$ cat src/rtl/seg7_pkg.sv
// Shared constants, FSM state type and digit helpers for the 7-segment scan controller.
package seg7_pkg;

  localparam int unsigned NUM_DIGITS = 4;
  localparam int unsigned NIB_W      = 4;
  localparam int unsigned DATA_W     = NUM_DIGITS * NIB_W;
  localparam int unsigned SEL_W      = 2;

  localparam logic [NUM_DIGITS-1:0] ANODE_OFF = 4'b1111;

  typedef enum logic [1:0] {
    IDLE  = 2'd0,
    BLANK = 2'd1,
    SHOW  = 2'd2
  } state_t;

  // Bit i set when digit i is a leading zero; digit 0 always stays visible.
  function automatic logic [NUM_DIGITS-1:0] lz_mask(input logic [DATA_W-1:0] val,
                                                    input logic              blank_lz);
    logic [NUM_DIGITS-1:0] m;
    m = '0;
    if (blank_lz) begin
      m[3] = (val[15:12] == 4'h0);
      m[2] = m[3] && (val[11:8] == 4'h0);
      m[1] = m[2] && (val[7:4] == 4'h0);
    end
    return m;
  endfunction

  // Nibble idx of a packed 4-digit value.
  function automatic logic [NIB_W-1:0] get_nibble(input logic [DATA_W-1:0] val,
                                                  input logic [SEL_W-1:0]  idx);
    return val[{idx, 2'b00} +: NIB_W];
  endfunction

endpackage

$ cat src/rtl/seg7_scan_controller_if.sv
// Value/control inputs and display-side outputs of the scan controller.
interface seg7_scan_controller_if;
  import seg7_pkg::*;

  logic                  en;
  logic [DATA_W-1:0]     digits_in;
  logic [NUM_DIGITS-1:0] dp_in;
  logic                  blank_lz;
  logic [NIB_W-1:0]      digit_val;
  logic [SEL_W-1:0]      digit_sel;
  logic [NUM_DIGITS-1:0] anodes;
  logic                  dp_n;
  logic                  frame_done;

  modport master (
    output en, digits_in, dp_in, blank_lz,
    input  digit_val, digit_sel, anodes, dp_n, frame_done
  );

  modport slave (
    input  en, digits_in, dp_in, blank_lz,
    output digit_val, digit_sel, anodes, dp_n, frame_done
  );
endinterface

$ cat src/rtl/seg7_slot_timer.sv
// Per-digit slot counter with end-of-blank and end-of-slot strobes.
module seg7_slot_timer #(
  parameter int unsigned TICK_DIV     = 100000,
  parameter int unsigned BLANK_CYCLES = 1000
) (
  input  logic clk,
  input  logic reset,
  input  logic clear,
  output logic blank_end,
  output logic slot_end
);

  localparam int unsigned CW = (TICK_DIV > 2) ? $clog2(TICK_DIV) : 1;

  logic [CW-1:0] cnt;

  assign blank_end = (cnt == CW'(BLANK_CYCLES - 1));
  assign slot_end  = (cnt == CW'(TICK_DIV - 1));

  // Count 0..TICK_DIV-1 and wrap; clear holds the counter at zero.
  always_ff @(posedge clk) begin
    if (reset || clear || slot_end) begin
      cnt <= '0;
    end else begin
      cnt <= cnt + CW'(1);
    end
  end

endmodule

$ cat src/rtl/seg7_scan_controller.sv
// Time-multiplexed 4-digit common-anode display scanner with blanking,
// leading-zero suppression and a per-frame value snapshot.
module seg7_scan_controller
  import seg7_pkg::*;
#(
  parameter int unsigned TICK_DIV     = 100000,
  parameter int unsigned BLANK_CYCLES = 1000
) (
  input logic                   clk,
  input logic                   reset,
  seg7_scan_controller_if.slave bus
);

  state_t                state;
  logic [DATA_W-1:0]     snap;
  logic [NUM_DIGITS-1:0] dp_snap;
  logic                  blank_end;
  logic                  slot_end;
  logic                  timer_clear;
  logic [SEL_W-1:0]      next_sel;
  logic [NUM_DIGITS-1:0] sup_mask;

  assign timer_clear = !bus.en || (state == IDLE);
  assign next_sel    = bus.digit_sel + SEL_W'(1);
  assign sup_mask    = lz_mask(snap, bus.blank_lz);

  seg7_slot_timer #(
    .TICK_DIV     (TICK_DIV),
    .BLANK_CYCLES (BLANK_CYCLES)
  ) u_timer (
    .clk       (clk),
    .reset     (reset),
    .clear     (timer_clear),
    .blank_end (blank_end),
    .slot_end  (slot_end)
  );

  // Scan FSM; digit_val/dp_n are loaded on BLANK entry so the decoder settles before the anode lights.
  always_ff @(posedge clk) begin
    if (reset) begin
      state          <= IDLE;
      snap           <= '0;
      dp_snap        <= '0;
      bus.anodes     <= ANODE_OFF;
      bus.digit_val  <= '0;
      bus.digit_sel  <= '0;
      bus.dp_n       <= 1'b1;
      bus.frame_done <= 1'b0;
    end else if (!bus.en) begin
      state          <= IDLE;
      bus.anodes     <= ANODE_OFF;
      bus.digit_val  <= '0;
      bus.digit_sel  <= '0;
      bus.dp_n       <= 1'b1;
      bus.frame_done <= 1'b0;
    end else begin
      bus.frame_done <= 1'b0;
      case (state)
        IDLE: begin
          state         <= BLANK;
          snap          <= bus.digits_in;
          dp_snap       <= bus.dp_in;
          bus.anodes    <= ANODE_OFF;
          bus.digit_sel <= '0;
          bus.digit_val <= get_nibble(bus.digits_in, '0);
          bus.dp_n      <= ~bus.dp_in[0];
        end
        BLANK: begin
          if (blank_end) begin
            state      <= SHOW;
            bus.anodes <= sup_mask[bus.digit_sel] ? ANODE_OFF
                                                  : ~(NUM_DIGITS'(1) << bus.digit_sel);
          end
        end
        SHOW: begin
          if (slot_end) begin
            state         <= BLANK;
            bus.anodes    <= ANODE_OFF;
            bus.digit_sel <= next_sel;
            if (bus.digit_sel == SEL_W'(NUM_DIGITS - 1)) begin
              // Frame boundary: take a fresh snapshot and start digit 0 from it.
              snap           <= bus.digits_in;
              dp_snap        <= bus.dp_in;
              bus.frame_done <= 1'b1;
              bus.digit_val  <= get_nibble(bus.digits_in, '0);
              bus.dp_n       <= ~bus.dp_in[0];
            end else begin
              bus.digit_val <= get_nibble(snap, next_sel);
              bus.dp_n      <= ~dp_snap[next_sel];
            end
          end
        end
        default: begin
          state      <= IDLE;
          bus.anodes <= ANODE_OFF;
        end
      endcase
    end
  end

endmodule

$ cat src/flat_wrapper.sv
// flat-port wrapper written by rule: the top's interface ports become plain ports
module seg7_scan_controller_flat import seg7_pkg::*;
#(
  parameter int unsigned TICK_DIV     = 100000,
  parameter int unsigned BLANK_CYCLES = 1000
)
  (clk, reset, bus_en, bus_digits_in, bus_dp_in, bus_blank_lz, bus_digit_val, bus_digit_sel, bus_anodes, bus_dp_n, bus_frame_done);
  seg7_scan_controller_if bus_i ();
  input logic clk;
  input logic reset;
  input wire logic [$bits(bus_i.en)-1:0] bus_en;
  input wire logic [$bits(bus_i.digits_in)-1:0] bus_digits_in;
  input wire logic [$bits(bus_i.dp_in)-1:0] bus_dp_in;
  input wire logic [$bits(bus_i.blank_lz)-1:0] bus_blank_lz;
  output wire logic [$bits(bus_i.digit_val)-1:0] bus_digit_val;
  output wire logic [$bits(bus_i.digit_sel)-1:0] bus_digit_sel;
  output wire logic [$bits(bus_i.anodes)-1:0] bus_anodes;
  output wire logic [$bits(bus_i.dp_n)-1:0] bus_dp_n;
  output wire logic [$bits(bus_i.frame_done)-1:0] bus_frame_done;
  assign bus_i.en = bus_en;
  assign bus_i.digits_in = bus_digits_in;
  assign bus_i.dp_in = bus_dp_in;
  assign bus_i.blank_lz = bus_blank_lz;
  assign bus_digit_val = bus_i.digit_val;
  assign bus_digit_sel = bus_i.digit_sel;
  assign bus_anodes = bus_i.anodes;
  assign bus_dp_n = bus_i.dp_n;
  assign bus_frame_done = bus_i.frame_done;
  seg7_scan_controller #(.TICK_DIV(TICK_DIV), .BLANK_CYCLES(BLANK_CYCLES)) u_core (.clk(clk), .reset(reset), .bus(bus_i));
endmodule
$ cat config.mk
export PLATFORM = sky130hd
export DESIGN_NAME = seg7_scan_controller_flat
export DESIGN_NICKNAME = d
export VERILOG_FILES = /design/src/rtl/seg7_pkg.sv /design/src/rtl/seg7_scan_controller_if.sv /design/src/rtl/seg7_slot_timer.sv /design/src/rtl/seg7_scan_controller.sv /design/src/flat_wrapper.sv
export SDC_FILE = /design/constraint.sdc
export NUM_CORES = 1
export LEC_CHECK = 0
export BUFFER_PORTS_ARGS = -buffer_cell sky130_fd_sc_hd__buf_4
export CORE_MARGIN = 4
export CORE_UTILIZATION = 40
export DETAILED_ROUTE_END_ITERATION = 12
export PLACE_DENSITY = 0.56
export SLEW_MARGIN = 0
export SYNTH_ARGS = -nofsm -noshare
export SYNTH_HDL_FRONTEND = slang
export SYNTH_SLANG_ARGS = --single-unit
$ cat constraint.sdc
create_clock -name clk -period 2.3 [get_ports clk]
set_input_delay 0.23 -clock clk [delete_from_list [all_inputs] [get_ports clk]]
set_output_delay 0.23 -clock clk [all_outputs]
set_load 0.005 [all_outputs]
==> flow_summary_export.csv <==
group,metric,value,unit
status,status,"finished clean",
sta,hold_violations,0,
critical_path,required,2.47,ns
synthesis,synthCells,263,
clock_network,cts_tree,"built",
synthesis,synth_top_area_frac,0.3889,
clock_network,cts_setup_buffers,0,
layout,layout_common_cells,"51 x dfxtp_1, 41 x nand2b_1, 39 x buf_4, 26 x mux2i_1",
synthesis,synthTopCellsByArea,"dfxtp_1 39%, mux2i_1 9.9%, nand2b_1 9.8%",
clock_network,cts_resized,0,
synthesis,synthArstFlopShare,0,
run,maxCapViolations,0,
critical_path,crit_type,"flip-flop to flip-flop",
sta,fin_skew,0.01129,ns
floorplanning,core_area,0.006350,mm²
detailed_routing,wl_per_cell,14.67,µm
critical_path,critPathMaxFanout,6,
layout,fill_cells,603,
synthesis,synth_edf_count,0,
pwr,p_per_area,603.9,mW/mm²
synthesis,yosysTopAreaCell,"dfxtp_1",
sta,fmax,0.5149,GHz
floorplanning,io_pins,36,
clock_network,cts_root_buf,"clkbuf_8",
layout,drive_above_1_share,0.2068,
grt,grtUsageMet1,0.2148,
hold_path,whs_path_depth,3,
synthesis,ys_types,47,
layout,antennaDiodeCount,0,
grt,gr-usage-met2,0.2132,
clock_network,cts_max_level,2,
sta,finalSetupViolations,0,
critical_path,worstSetupStartpointType,"flip-flop",
clock_network,clk_latency,0.30,ns
critical_path,critPathArrivalTime,2.11,ns
clock_network,numCtsBuffers,5,
detailed_routing,drt_iter0_drc,117,
place,gp_congestion,0.7443,
synthesis,yosys_warnings,0,
sta,post-route-min-period,1.942,ns
sta,tns,0,ns
layout,final_common_cell,"dfxtp_1",
detailed_routing,drt_wl_total,5456,µm
layout,fin_nets,323,
synthesis,synth_flop_cell,"dfxtp_1",
synthesis,synth_nets,292,
place,dp_slack,0.3545,ns
critical_path,critPathLaunch,"u_core.u_timer.cnt[0]$_SDFF_PP0_",
pwr,power,1828,µW
clock_network,postCtsHoldBufs,0,
sta,timing.final.ws_setup,0.3580,ns
detailed_routing,firstDrtPassIters,4,
sta,rsz0062_at_grt,"no",
grt,grt_pass1_vias,1837,
synthesis,seq_area_frac_synth,0.3889,
place,io_buffers,35,
synthesis,ys_ff_latch,51,
floorplanning,die-area,0.007923,mm²
critical_path,endpoint_kind,"flip-flop",
synthesis,synth.avg_cell_area,9.981,µm²
floorplanning,rows,29,
clock_network,cts.path.max_buffers,2,
grt,grt_use_met3,0.03502,
sta,slew_headroom,0.4843,
layout,syn_to_final_growth,15.30,%
clock_network,cts_sinks,51,
hold_path,min_path_type,"input pin to flip-flop",
sta,drv_slew,0,
sta,fin_hold_ws,0.1808,ns
sta,finalCritPeriodShare,0.8444,
floorplanning,fp.dieW,89.01,µm
place,hpwl,3949,µm
critical_path,r2r_start,"u_core.u_timer.cnt[0]$_SDFF_PP0_",
hold_path,min_from,"bus_dp_in[2]",
floorplanning,initial_core_util,0.4134,
floorplanning,die_h,89.01,µm
grt,antenna_found_initial,0,
detailed_routing,vias_per_cell,5.290,
pwr,peakVddDrop,0.4617,mV
sta,tightest_slew,0.7713,ns
synthesis,syn-cell-area,0.002625,mm²
pwr,power_leakage,0.001175,µW
detailed_routing,ant_nets,0,
grt,overflow,0,
detailed_routing,num_vias,1968,
grt,grt_pass1_wl,9073,µm
grt,grtUsageTotal,0.1457,
grt,grt_max_degree,43,
grt,grt_busiest_layer,"met1",
detailed_routing,drc,0,
critical_path,r2r.worst_path.cells,5,
clock_network,clk_pin_slew_worst_paths,0.10,ns
[state kept, by name, indices dropped and copies added (netlist names)]
| signal | cells |
|---|---|
| u_core.bus.frame_done | 1 |
| u_core.bus.digit_val | 4 |
| u_core.bus.digit_sel | 2 |
| u_core.u_timer.cnt | 17 |
| u_core.bus.anodes | 4 |
| u_core.snap | 16 |
| u_core.state | 2 |
| u_core.dp_snap | 4 |
| u_core.bus.dp_n | 1 |
[path summary, 6_finish.rpt]
kind | end | slack (ns)
max | u_core.bus.digit_val[2]$_SDFFE_PP0P_ | 0.36
min | u_core.dp_snap[2]$_SDFFE_PP0P_ | 0.18
max reg2reg | u_core.bus.digit_val[2]$_SDFFE_PP0P_ | 0.36
min reg2reg | u_core.bus.anodes[2]$_SDFFE_PP1P_ | 0.46
[area by class of cell]
class	instances	area, µm²	share of cell area
timing repair buffer	39	292.8	0.09673
tap	77	96.34	0.03183
clock buffer	6	72.57	0.02398
inverter	9	33.78	0.01116
multi-input combinational	188	1450	0.4791
sequential	51	1021	0.3373
clock inverter	2	60.06	0.01984
[power breakdown]
group | leakage, µW | total, µW | internal (µW) | switching [µW]
sequential | 0.000415 | 933 | 911 | 22.9
clock | 0.0000654 | 747 | 435 | 312
combinational | 0.000695 | 147 | 84.4 | 62.9
[synthesized netlist by cell type, types with 2 or more instances]
cell,n
dfxtp_1,51
nand2b_1,41
xor2_1,8
nand4_1,5
inv_1,9
buf_6,3
mux2i_1,26
or4_1,2
buf_12,2
buf_2,4
o21ai_0,6
a21oi_1,13
o31ai_1,3
or3_1,4
clkbuf_1,4
a211oi_1,4
and4_1,5
and3_2,2
mux4_2,5
and3_1,2
nor4_1,4
nand2_1,8
ha_1,5
a32oi_1,3
nand3_1,10
nor2_1,13
[cells by family after synthesis]
| logic type | count (synthesis) | synth area share |
|---|---|---|
| simple gates | 105 | 0.2521 |
| flops | 51 | 0.3889 |
| compound gates | 38 | 0.1044 |
| mux | 31 | 0.1420 |
| buf+inv | 24 | 0.05862 |
| xor+xnor | 9 | 0.03003 |
| fa+ha+maj | 5 | 0.02383 |
[per-stage QoR]
stage | instance area [µm²] | utilization | instances
3_3_place_gp | 2894 | 0.4558 | 364
5_1_grt | 3027 | 0.4767 | 372
2_1_floorplan | 2625 | - | 263
3_5_place_dp | 2894 | 0.4558 | 364
4_1_cts | 3027 | 0.4767 | 372
6_report | 3027 | 0.4767 | 372
[per-layer routing]
layer / share of wire / wire [µm]
met2: 0.43 / 2362
met1: 0.52 / 2815
met4: 0.0082 / 45
met5: 0 / 0
met3: 0.043 / 232
[worst max-delay path, stage by stage (launching register included)]
cell      delay, ns
dfxtp_1        0.37
ha_1           0.22
and4_1         0.35
nand4_1        0.22
a21oi_1        0.50
a211oi_1       0.15
(Power assumes the default switching activity.)
